### config.mk
export PLATFORM = sky130hd
export DESIGN_NAME = piso_serializer
export DESIGN_NICKNAME = d
export VERILOG_FILES = /design/src/rtl/serial_pkg.sv /design/src/rtl/piso_serializer.sv
export SDC_FILE = /design/constraint.sdc
export NUM_CORES = 1
export LEC_CHECK = 0
export BUFFER_PORTS_ARGS = -buffer_cell sky130_fd_sc_hd__buf_2
export CORE_AREA = 5 5 42 44
export DETAILED_ROUTE_END_ITERATION = 16
export DIE_AREA = 0 0 47 49
export PLACE_DENSITY = 0.53
export REMOVE_ABC_BUFFERS = 1
export SYNTH_ARGS = -nofsm -noshare
export SYNTH_HDL_FRONTEND = slang
export SYNTH_SLANG_ARGS = --single-unit
export TNS_END_PERCENT = 100
### constraint.sdc
create_clock -name clk -period 2.14 [get_ports clk]
set_input_delay 0.214 -clock clk [delete_from_list [all_inputs] [get_ports clk]]
set_output_delay 0.214 -clock clk [all_outputs]
set_load 0.02 [all_outputs]
### src/rtl/serial_pkg.sv
// Shared definitions for the serial link (piso_serializer transmit end, sipo_register receive end).
package serial_pkg;

    // Default word width used by both ends of the link.
    localparam int unsigned SER_DEFAULT_WIDTH = 4;

    // Transmitter control states.
    typedef enum logic {
        IDLE  = 1'b0,
        SHIFT = 1'b1
    } ser_state_t;

endpackage : serial_pkg

### src/rtl/piso_serializer.sv
// Parallel-in/serial-out transmitter.
// Accepts a WIDTH-bit word on a valid/ready handshake and sends it one bit per
// clock, MSB or LSB first. A word offered during the last bit of the current
// word is accepted and follows with no idle cycle.
// Ports:
//   clk, rst_n    clock, asynchronous active-low reset
//   load_valid    p_in holds a word to send
//   load_ready    a word can be accepted this cycle
//   p_in          parallel word, sampled on load_valid && load_ready
//   serial_out    current serial bit (0 when serial_valid is low)
//   serial_valid  serial_out carries a data bit
//   frame_start   first bit of a word
//   done          last bit of a word
module piso_serializer
    import serial_pkg::*;
#(
    parameter int unsigned WIDTH     = SER_DEFAULT_WIDTH,
    parameter bit          MSB_FIRST = 1'b1
) (
    input  logic             clk,
    input  logic             rst_n,
    input  logic             load_valid,
    output logic             load_ready,
    input  logic [WIDTH-1:0] p_in,
    output logic             serial_out,
    output logic             serial_valid,
    output logic             frame_start,
    output logic             done
);

    localparam int unsigned      CNT_W    = $clog2(WIDTH);
    localparam logic [CNT_W-1:0] CNT_LAST = CNT_W'(WIDTH - 1);

    ser_state_t       state;
    ser_state_t       state_nxt;
    logic [WIDTH-1:0] shreg;
    logic [CNT_W-1:0] cnt;
    logic             last_bit;
    logic             accept;

    assign last_bit = (state == SHIFT) && (cnt == CNT_LAST);
    assign accept   = load_valid && load_ready;

    // State register.
    always_ff @(posedge clk or negedge rst_n) begin
        if (!rst_n) begin
            state <= IDLE;
        end else begin
            state <= state_nxt;
        end
    end

    // Next-state logic: an accept on the last bit keeps us in SHIFT.
    always_comb begin
        state_nxt = state;
        case (state)
            IDLE:    if (accept) state_nxt = SHIFT;
            SHIFT:   if (last_bit && !accept) state_nxt = IDLE;
            default: state_nxt = IDLE;
        endcase
    end

    // Output decode from state, shift register and bit counter.
    always_comb begin
        load_ready   = 1'b0;
        serial_valid = 1'b0;
        serial_out   = 1'b0;
        frame_start  = 1'b0;
        done         = 1'b0;
        case (state)
            IDLE: begin
                load_ready = 1'b1;
            end
            SHIFT: begin
                load_ready   = last_bit;
                serial_valid = 1'b1;
                serial_out   = MSB_FIRST ? shreg[WIDTH-1] : shreg[0];
                frame_start  = (cnt == '0);
                done         = (cnt == CNT_LAST);
            end
            default: begin
                load_ready = 1'b0;
            end
        endcase
    end

    // Datapath: load on accept, otherwise shift toward the output end while sending.
    always_ff @(posedge clk or negedge rst_n) begin
        if (!rst_n) begin
            shreg <= '0;
            cnt   <= '0;
        end else if (accept) begin
            shreg <= p_in;
            cnt   <= '0;
        end else if (state == SHIFT) begin
            if (MSB_FIRST) begin
                shreg <= {shreg[WIDTH-2:0], 1'b0};
            end else begin
                shreg <= {1'b0, shreg[WIDTH-1:1]};
            end
            // Clear instead of wrapping when the word ends without a follow-on.
            cnt <= last_bit ? '0 : cnt + CNT_W'(1);
        end
    end

endmodule : piso_serializer

==> results of run 1 <==
-- kinds of logic after synthesis --
logic type	Yosys count
simple gates	12
buf+inv	4
fa+ha+maj	2
compound gates	9
flops	7
mux	4
-- worst max-delay path, delay by kind of cell, from the launching register on --
family | cells | cell delay, ns
adder cells (fa/ha/maj) | 1 | 0.31
buffers and inverters | 1 | 0.18
flip-flops | 1 | 0.40
AND/OR/NAND/NOR | 1 | 0.20
-- power by group through the flow --
stage | Clock, W | Combinational (W) | Sequential (W)
after floorplan | 0 | 0.000192 | 0.000232
final | 0.000120 | 0.000273 | 0.000233
after global placement | 0 | 0.000275 | 0.000237
after global routing | 0.000135 | 0.000305 | 0.000244
after detailed placement | 0 | 0.000277 | 0.000237
after CTS | 0.000126 | 0.000280 | 0.000236
-- worst max-delay path by stage --
stage	from	to	slack [ns]
after floorplan	cnt[0]	cnt[0]	0.94
after global placement	cnt[0]	load_ready	0.87
after detailed placement	cnt[0]	load_ready	0.85
after CTS	cnt[0]	load_ready	0.57
after global routing	cnt[0]	load_ready	0.52
final	cnt[0]	load_ready	0.58
-- final cells by class --
type | count | area (um^2) | share of cell area
multi-input cells | 27 | 194 | 0.397
well taps | 16 | 20.0 | 0.0410
flip-flops and latches | 7 | 175 | 0.359
inverters | 2 | 7.51 | 0.0154
clock buffers | 4 | 26.3 | 0.0538
repair buffers | 12 | 65.1 | 0.133
-- timing repair --
| item | in CTS | in global routing |
|---|---|---|
| endpoints found under the hold margin | 7 | 0 |
| gates resized for setup | 0 | 0 |
| hold buffers | 1 | 0 |
-- stage by stage --
step / utilization / hold slack [ns] / std cells / setup slack (ns) / power, W
after floorplan: - / -0.0816 / 36 / 0.944 / 0.000424
after global placement: 0.322 / 0.0609 / 63 / 0.873 / 0.000512
final: 0.348 / 0.232 / 68 / 0.582 / 0.000626
after CTS: 0.348 / 0.221 / 68 / 0.565 / 0.000642
after global routing: 0.348 / 0.250 / 68 / 0.518 / 0.000684
after detailed placement: 0.322 / 0.0612 / 63 / 0.850 / 0.000514
-- flip-flops by register name, indices dropped and copies added (netlist names) --
register	cells
shreg	4
cnt	2
state	1
-- placed cells by master (no fill, tap or decap), drive strengths merged --
| cell type | instances |
|---|---|
| buf | 11 |
| dfrtp | 7 |
| o21ai | 5 |
| mux2i | 4 |
| clkbuf | 4 |
| and2 | 3 |
| a31oi | 3 |
| and3 | 3 |
| inv | 2 |
| nand2b | 2 |
| ha | 2 |
| nand2 | 2 |
| nand3 | 1 |
| nor2 | 1 |
| a32o | 1 |
| dlygate4sd3 | 1 |
-- metal layers --
layer  global-route usage  up-vias
li1                     -      164
met1               0.0984      142
met2                0.113        8
met3               0.0443        2
met5                    0        -
met4               0.0415        0
==> summary.txt, run 1 <==
Power and ir drop
  – LEAKAGE: 0.254 nW
  – Maximum vdd drop: 0.000590 V
  – Sw frac: 0.401
  – Sequential Power Share: 0.372
  – P per Cell Area: 1280 nW/um^2
  – Combinational share of power: 0.436
  – Internal power: 0.000375 W
  – Sw Pwr: 0.000251 W
  – Clock power share: 0.191

Timing
  – Skew final: 0.00172 ns
  – Setup violations, final: 0
  – Hold Fails Final Rpt: 0
  – Slew headroom: 0.745
  – Post-route setup TNS: 0 ns
  – Slew @ Worst Pin: 0.382 ns
  – Final worst-path cycle share: 0.728
  – RSZ-0062 raised after global routing: false
  – Pins Over Slew Limit: 0
  – Fin crit period: 1.56 ns
  – Max Clk Rate: 0.642 GHz

Setup path
  – FF-to-FF End: shreg[1]
  – Worst EP arrival: 1.34 ns
  – Slowest CP cell: dfrtp_1
  – R2R Setup Slk: 0.90 ns
  – CP Capture Type: output pin
  – RR Startpoint: cnt[0]
  – Crit start category: register
  – WS Path Type: reg2out
  – R2R depth: 4
  – CP cell instances: ha_1 -> nand2b_1 -> buf_2
  – Crit-path max FO: 7
  – Crit-path max cell delay: 0.40 ns
  – CP required: 1.93 ns

Global routing
  – Grt ovf: 0
  – Tot GR Track Use: 0.0814
  – Initial antenna violation count: 0
  – Global-route wire length before repair: 1340 um
  – Vias in the first global route: 319
  – Largest net degree at the start of global routing: 15

Placed design
  – Post-DP HPWL: 571 um
  – Dpl cell area: 452 um^2
  – IO buf count: 11
  – Final RePlAce weighted congestion: 0.750

Yosys
  – Gate count of the mapped netlist: 38
  – Synth Area in XOR/XNOR: 0
  – Seq/Total Area, Yosys: 0.446
  – Post-synth top area share: 0.446
  – Syn Area/Cell: 10.3 um^2
  – Async set or reset register ratio after synthesis: 1.00
  – Synth top area cells: dfrtp_1 (45%), mux2i_1 (10%), ha_1 (6.4%), o21ai_1 (5.1%), a31oi_1 (4.8%)
  – Simple-gate share of the synthesized area: 0.191
  – EDFF count, synth: 0
  – Yosys warns: 0
  – Compound-gate portion of the synthesized area: 0.137
  – Adder-cell share of the synthesized area: 0.0637
  – Synthesized cell area: 393 um^2
  – Yosys reg bits: 7
  – Largest family of logic cells by synthesized area: simple AND/OR/NAND/NOR gates
  – Mux share of post-synthesis cell area: 0.102
  – Largest area contributor in the synthesized netlist: dfrtp_1
  – Cell variety after synth: 18
  – Synth Flop Type: dfrtp_1
  – Most common library cells after synthesis: dfrtp_1 (7), mux2i_1 (4), o21ai_1 (4)
  – Count leader, synth: dfrtp_1

Finish
  – Diodes inserted: 0
  – Fin area: 488 um^2
  – Area grow syn2layout: 24.2%
  – Final net count: 62
  – Fill cells: 153
  – Layout cells sized above 1: 0.308

Detailed routing
  – DR pass1 iterations: 4
  – Met2 wire len: 346 um
  – Via count: 316
  – Routed len/inst: 11.4 um
  – Met3 WL post-DR: 57 um
  – Post-Route WL: 776 um
  – Remaining DRCs: 0
  – Vias/cell: 4.65
  – DRT met1 WL: 365 um
  – Max Used Layer: met4
  – Initial DRC count: 5
  – Detail Route Antenna Nets: 0

Die
  – IO Count: 12
  – Initial Utilization: 0.280
  – DIE HEIGHT: 49 um
  – Die W: 47 um
  – Row Count: 14
  – Core area: 1400 um^2
  – Die area: 2300 um^2

Clock network
  – Clk buf depth: 2
  – Clock transition at path regs: 0.05 ns
  – CTS Sinks: 7
  – CTS H-tree lvls: 1
  – CTS root buf: clkbuf_4
  – Post-CTS Setup Inserts: 0
  – Clk_lat worst skew: 0.25 ns
  – CTS tree: done
  – Cts bufs inserted: 3

Worst hold path
  – Hold Path Origin: p_in[0]
  – Hold endpoint: shreg[0]
  – Worst Hold Class: in2reg
  – Hold Path Cell Cnt: 3

Status
  – Outcome: finished clean

Run
  – # Max-Cap Violations: 0
No activity file was read; power rests on OpenSTA's default activity.
==> inputs of run 2 (changes only) <==
--- a/config.mk
+++ b/config.mk
@@ -5,11 +5,12 @@
 export SDC_FILE = /design/constraint.sdc
 export NUM_CORES = 1
 export LEC_CHECK = 0
+export ABC_AREA = 1
 export BUFFER_PORTS_ARGS = -buffer_cell sky130_fd_sc_hd__buf_2
 export CORE_AREA = 5 5 42 44
 export DETAILED_ROUTE_END_ITERATION = 16
 export DIE_AREA = 0 0 47 49
-export PLACE_DENSITY = 0.53
+export PLACE_DENSITY = 0.55
 export REMOVE_ABC_BUFFERS = 1
 export SYNTH_ARGS = -nofsm -noshare
 export SYNTH_HDL_FRONTEND = slang
==> constraint.sdc (replaced) <==
create_clock -name clk -period 1.6 [get_ports clk]
set_input_delay 0.16 -clock clk [delete_from_list [all_inputs] [get_ports clk]]
set_output_delay 0.16 -clock clk [all_outputs]
set_load 0.02 [all_outputs]
==> run 2 against run 1 <==
  * Routed wire length grew 2.3%
  * Combinational power grew 64%
  * Flip-flop and latch count did not move
  * Via count rose by 7.9%
  * Utilization rose by 2.1 points
  * Critical endpoint unchanged
  * Final area increased by 5.9%
  * Highest routed layer is now met3
  * Die area did not move
  * Sequential share of layout area down 2.0 points
==> summary.txt, run 2 <==
Timing
  – Pins Over Slew Limit: 0 (unchanged)
  – Final worst-path cycle share: 0.867
  – Slew @ Worst Pin: 0.285 ns (-0.0972 ns)
  – RSZ-0062 raised after global routing: false
  – Fin crit period: 1.39 ns
  – Skew final: 0.00894 ns (+0.00723 ns)
  – Max Clk Rate: 0.721 GHz
  – Hold Fails Final Rpt: 0 (unchanged)
  – Setup violations, final: 0 (unchanged)
  – Final WS setup: 0.213 ns (-0.369 ns)
  – Slew headroom: 0.810 (+0.0648)
  – Post-route setup TNS: 0 ns (unchanged)
  – Fin Hold WS: 0.167 ns (-0.0643 ns)

Detailed routing
  – Post-Route WL: 794 um (+2.3%)
  – Detail Route Antenna Nets: 0 (unchanged)
  – Remaining DRCs: 0 (unchanged)
  – Vias/cell: 4.21 (-9.4%)
  – Initial DRC count: 3 (-2)
  – Via count: 341 (+7.9%)
  – DR pass1 iterations: 2 (-2)
  – Routed len/inst: 9.80 um (-14%)

Finish
  – Fill cells: 157 (+2.6%)
  – Biggest register: shreg
  – Max reg flops: 4 (unchanged)
  – Fin area: 517 um^2 (+5.9%)
  – Commonest non-fill, non-tap cell in the layout: nand2_1
  – Biggest regs: shreg (4), cnt (2), state (1)
  – Layout cells sized above 1: 0.338 (+0.0308)
  – Final net count: 75 (+21%)
  – Commonest non-fill, non-tap cells in the layout: nand2_1 (13), buf_2 (11), inv_1 (10)
  – Diodes inserted: 0 (unchanged)
  – Area grow syn2layout: 24.0%

Worst hold path
  – Hold Path Origin: p_in[3]
  – Hold endpoint: shreg[3]
  – Worst Hold Class: in2reg
  – Hold Path Cell Cnt: 3 (unchanged)

Setup path
  – FF-to-FF End: shreg[1]
  – Crit-path max cell delay: 0.40 ns (about the same)
  – Worst EP arrival: 1.23 ns (-0.11 ns)
  – WS Path Type: reg2out
  – Top Family by Delay on Critical Path: flip-flops
  – Crit-path max FO: 8 (+1)
  – CP Capture Type: output pin
  – CP bufs+invs: 2 (+1)
  – R2R depth: 5 (+1)
  – Crit start category: register
  – R2R Setup Slk: 0.51 ns (-0.39 ns)
  – CP cell instances: ha_1 -> inv_1 -> nand2_4 -> buf_2
  – Slowest CP cell: dfrtp_1
  – RR Startpoint: cnt[0]
  – CP required: 1.44 ns (-0.49 ns)

Clock network
  – CTS Sinks: 7 (unchanged)
  – Clock transition at path regs: 0.06 ns (about the same)
  – Cts bufs inserted: 3 (unchanged)
  – Clk buf depth: 2 (unchanged)
  – Clk_lat worst skew: 0.25 ns (about the same)
  – CTS root buf: clkbuf_4
  – CTS tree: done
  – CTS H-tree lvls: 1 (unchanged)

Power and ir drop
  – P per Cell Area: 1780 nW/um^2 (+39%)
  – Maximum vdd drop: 0.000654 V (+11%)
  – Design Power: 0.000919 W (+47%)
  – LEAKAGE: 0.301 nW (+18%)

Die
  – IO Count: 12 (unchanged)
  – Core area: 1400 um^2 (unchanged)
  – Die W: 47 um (unchanged)
  – DIE HEIGHT: 49 um (unchanged)
  – Row Count: 14 (unchanged)
  – Die area: 2300 um^2 (unchanged)
  – Initial Utilization: 0.297 (+0.0170)

Yosys
  – Synth Flop Type: dfrtp_1
  – Count leader, synth: nand2_1
  – EDFF count, synth: 0 (unchanged)
  – Gate count of the mapped netlist: 50 (+32%)
  – Seq/Total Area, Yosys: 0.420 (-0.0254)
  – Synthesized cell area: 417 um^2 (+6.1%)
  – Cell variety after synth: 12 (-6)
  – Synth top area cells: dfrtp_1 (42%), nand2_1 (12%), nand3_2 (9.6%), inv_1 (9.0%), ha_1 (6.0%)
  – Post-synth top area share: 0.420 (-0.0254)
  – Largest area contributor in the synthesized netlist: dfrtp_1
  – Yosys reg bits: 7 (unchanged)
  – Syn Area/Cell: 8.33 um^2 (-19%)
  – Most common library cells after synthesis: nand2_1 (13), inv_1 (10), dfrtp_1 (7)
  – Async set or reset register ratio after synthesis: 1.00 (unchanged)
  – Yosys warns: 0 (unchanged)

Global routing
  – Initial antenna violation count: 0 (unchanged)
  – Global-route wire length before repair: 1480 um (+11%)
  – Largest net degree at the start of global routing: 10 (-5)
  – Grt ovf: 0 (unchanged)
  – Tot GR Track Use: 0.0914 (+0.00998)
  – Vias in the first global route: 356 (+12%)

Placed design
  – Dpl cell area: 480 um^2 (+6.4%)
  – Pre-CTS setup slack: 0.480 ns (-0.370 ns)
  – IO buf count: 11 (unchanged)
  – Post-DP HPWL: 595 um (+4.1%)
  – Final RePlAce weighted congestion: 0.674 (-10%)

Run
  – # Max-Cap Violations: 0 (unchanged)

Status
  – Outcome: finished clean
-- run 2: changes by cell type in the layout (fill, tap and decap cells not counted), moves of 2 or more --
cell	previous run	this run
nand2b_1	2	0
nand3_1	1	4
nand3_2	0	4
inv_1	2	10
a31oi_1	3	0
o21ai_1	4	2
mux2i_1	4	0
and3_1	2	0
nand2_1	1	13
nor2_1	1	3
and2_1	3	0
-- run 2: worst max-delay path by stage --
stage	from	slack [ns]	depth (start not counted)	endpoint
final	cnt[0]	0.21	4	load_ready
after global routing	cnt[0]	0.14	4	load_ready
after CTS	cnt[0]	0.20	4	load_ready
after detailed placement	cnt[0]	0.48	4	load_ready
after global placement	cnt[0]	0.50	4	load_ready
after floorplan	cnt[0]	0.52	5	shreg[1]
-- run 2: area by class of cell --
cell class	instances	area [um^2]	area share
Inverter	11	41.3	0.0799
Timing Repair Buffer	12	65.1	0.126
Multi-Input combinational cell	31	189	0.366
Sequential cell	7	175	0.339
Tap cell	16	20.0	0.0387
Clock buffer	4	26.3	0.0508
-- run 2: stage by stage --
stage	util	std cells
after floorplan	-	49
after global placement	0.343	76
after global routing	0.369	81
after detailed placement	0.343	76
final	0.369	81
after CTS	0.369	81
-- run 2: kinds of logic after synthesis --
| kind of cell | count (synthesis) | synth area share |
|---|---|---|
| AND/OR/NAND/NOR | 27 | 0.369 |
| flip-flops | 7 | 0.420 |
| buffers and inverters | 12 | 0.126 |
| adder cells (fa/ha/maj) | 2 | 0.0601 |
| AO/OA/AOI/OAI | 2 | 0.0240 |
-- run 2: per-layer routing --
layer  vias to the layer above  routed length (um)  share of wire  GRT usage
met2                         8                 368           0.46      0.129
met1                       152                 371           0.47      0.114
li1                        181                   -              -          -
met5                         -                   0              0          0
met4                         0                   0              0     0.0276
met3                         0                  54          0.068     0.0554
-- run 2: timing repair --
action | 4_1_cts | 5_1_grt
hold buffers | 1 | 0
gates resized for setup | 0 | 0
endpoints found under the hold margin | 7 | 0
setup buffers | 0 | 0
setup endpoints to repair | 0 | 0
-- run 2: worst min-delay path: stages --
cell	delay, ns
buf_2	0.08
nand3_1	0.08
nand3_2	0.07
-- run 2: report_power, final --
part | total, W | switching, W | internal, W
logic | 0.000449 | 0.000282 | 0.000167
registers | 0.000309 | 0.0000605 | 0.000248
clock network | 0.000161 | 0.0000661 | 0.0000953
==> inputs of run 3 (changes only) <==
--- a/config.mk
+++ b/config.mk
@@ -7,9 +7,11 @@
 export LEC_CHECK = 0
 export ABC_AREA = 1
 export BUFFER_PORTS_ARGS = -buffer_cell sky130_fd_sc_hd__buf_2
-export CORE_AREA = 5 5 42 44
+export CORE_AREA = 2 2 39 41
+export CTS_CLUSTER_SIZE = 12
 export DETAILED_ROUTE_END_ITERATION = 16
-export DIE_AREA = 0 0 47 49
+export DIE_AREA = 0 0 41 43
+export MAX_ROUTING_LAYER = met4
 export PLACE_DENSITY = 0.55
 export REMOVE_ABC_BUFFERS = 1
 export SYNTH_ARGS = -nofsm -noshare
==> run 3 against run 2 <==
  * Hold slack about the same
  * Non-clock buffer count unchanged
  * Via count down 2.3%
  * Sequential share of layout area unchanged
  * Global-route usage up 1.0 points
  * Highest routed layer unchanged
  * Register-to-register slack better by 0.02 ns
  * Clock-buffer cell count unchanged
  * Largest cell class unchanged
  * Critical path type unchanged
==> summary.txt, run 3 (same netlist as run 2, synthesis figures left out) <==
Clock network
  – CTS tree: done
  – Hold buffer count at CTS: 1 (unchanged)
  – Clock transition at path regs: 0.05 ns (about the same)
  – # resized after CTS: 0 (unchanged)
  – Clk_lat worst skew: 0.25 ns (about the same)
  – CTS H-tree lvls: 1 (unchanged)
  – CTS Sinks: 7 (unchanged)
  – Post-CTS Setup Inserts: 0 (unchanged)
  – CTS root buf: clkbuf_4
  – Clk buf depth: 2 (unchanged)
  – Cts bufs inserted: 3 (unchanged)

Die
  – Initial Utilization: 0.301 (+0.00376)
  – Die W: 41 um (-13%)
  – IO Count: 12 (unchanged)
  – DIE HEIGHT: 43 um (-12%)
  – Die area: 1760 um^2 (-23%)
  – Row Count: 14 (unchanged)
  – Core area: 1380 um^2 (-1.2%)

Detailed routing
  – Max Used Layer: met3
  – Vias/cell: 4.11 (-2.3%)
  – Via count: 333 (-2.3%)
  – Routed len/inst: 8.12 um (-17%)
  – Met2 wire len: 291 um (-21%)
  – Met3 WL post-DR: 54 um (unchanged)
  – DR pass1 iterations: 2 (unchanged)
  – Initial DRC count: 5 (+2)
  – Remaining DRCs: 0 (unchanged)
  – DRT met1 WL: 312 um (-16%)
  – Post-Route WL: 658 um (-17%)
  – Detail Route Antenna Nets: 0 (unchanged)

Timing
  – Post-route setup TNS: 0 ns (unchanged)
  – Fin Hold WS: 0.167 ns (-0.0000980 ns)
  – Slew headroom: 0.821 (+0.0113)
  – Setup violations, final: 0 (unchanged)
  – Slew @ Worst Pin: 0.268 ns (-0.0169 ns)
  – Final worst-path cycle share: 0.859 (-0.00765)
  – Skew final: 0.0000896 ns (-0.00885 ns)
  – Hold Fails Final Rpt: 0 (unchanged)
  – RSZ-0062 raised after global routing: false
  – Fin crit period: 1.37 ns (-0.0122 ns)
  – Max Clk Rate: 0.728 GHz (+0.89%)
  – Pins Over Slew Limit: 0 (unchanged)

Finish
  – Max reg flops: 4 (unchanged)
  – Diodes inserted: 0 (unchanged)
  – Final net count: 75 (unchanged)
  – Area grow syn2layout: 24.0% (unchanged)
  – Fill cells: 138 (-12%)
  – Biggest register: shreg
  – Register area: 175 um^2 (unchanged)
  – Layout cells sized above 1: 0.338 (unchanged)
  – Area occupied by multi-input gates: 189 um^2 (unchanged)
  – Commonest non-fill, non-tap cells in the layout: nand2_1 (13), buf_2 (11), inv_1 (10)
  – Commonest non-fill, non-tap cell in the layout: nand2_1
  – Biggest regs: shreg (4), cnt (2), state (1)

Global routing
  – Initial antenna violation count: 0 (unchanged)
  – Largest net degree at the start of global routing: 10 (unchanged)
  – Grt ovf: 0 (unchanged)
  – Vias in the first global route: 264 (-26%)
  – Global-route wire length before repair: 1060 um (-28%)
  – Tot GR Track Use: 0.102 (+0.0103)

Run
  – # Max-Cap Violations: 0 (unchanged)

Setup path
  – Crit start category: register
  – WS Path Type: reg2out
  – CP required: 1.44 ns (about the same)
  – CP Capture Type: output pin
  – Worst EP arrival: 1.21 ns (-0.02 ns)
  – Crit-path max FO: 8 (unchanged)

Power and ir drop
  – Sequential Power Share: 0.336 (about the same)
  – Clock power share: 0.173 (-0.003)
  – P per Cell Area: 1750 nW/um^2 (-1.6%)
  – Internal power: 0.000512 W (+0.18%)
  – Sw frac: 0.434 (-0.0103)
  – Maximum vdd drop: 0.000637 V (-2.5%)
  – LEAKAGE: 0.301 nW (unchanged)
  – Combinational share of power: 0.491 (+0.002)
  – Sw Pwr: 0.000392 W (-3.9%)

Placed design
  – IO buf count: 11 (unchanged)
  – Final RePlAce weighted congestion: 0.706 (+4.7%)
  – Post-DP HPWL: 535 um (-10%)

Worst hold path
  – Worst Hold Class: in2reg

Status
  – Outcome: finished clean
==> run 3: routing by layer <==
layer	up-vias	track usage
li1	181	-
met1	142	0.129
met2	10	0.119
met3	0	0.0785
met4	0	0.0400
met5	-	-
==> run 3: power groups by stage <==
stage                     Clock [W]  Sequential [W]  Combinational [W]
after floorplan                   0        0.000310           0.000328
after global placement            0        0.000305           0.000444
after detailed placement          0        0.000307           0.000450
after CTS                  0.000165        0.000304           0.000452
after global routing       0.000169        0.000315           0.000514
final                      0.000156        0.000304           0.000444
==> run 3: worst max-delay path, stage by stage (launching register included) <==
cell     delay (ns)
dfrtp_1        0.40
ha_1           0.22
inv_1          0.09
nand2_4        0.09
buf_2          0.18
==> run 3: stage by stage <==
| step | cells | utilization | worst slack [ns] | cell area (um^2) | power, W |
|---|---|---|---|---|---|
| global route | 81 | 0.373 | 0.156 | 517 | 0.000998 |
| floorplan | 49 | - | 0.525 | 405 | 0.000638 |
| global placement | 76 | 0.347 | 0.502 | 480 | 0.000749 |
| detailed placement | 76 | 0.347 | 0.486 | 480 | 0.000757 |
| CTS | 81 | 0.373 | 0.209 | 517 | 0.000921 |
| finish | 81 | 0.373 | 0.226 | 517 | 0.000904 |
==> run 3: area by class of cell <==
cell class,instances,share of cell area
clock buffers,4,0.0508
inverters,11,0.0799
multi-input cells,31,0.366
flip-flops and latches,7,0.339
well taps,16,0.0387
repair buffers,12,0.126
==> run 3: worst paths after layout <==
check,startpoint,endpoint,slack (ns),cells after the start
worst max-delay path,cnt[0],load_ready,0.23,4
worst min register to register,shreg[1],shreg[1],0.49,2
worst min-delay path,p_in[0],shreg[0],0.17,3
worst max register to register,cnt[0],shreg[2],0.53,5
min in group asynchronous,rst_n,shreg[3],0.27,2
max in group asynchronous,rst_n,shreg[0],1.18,2
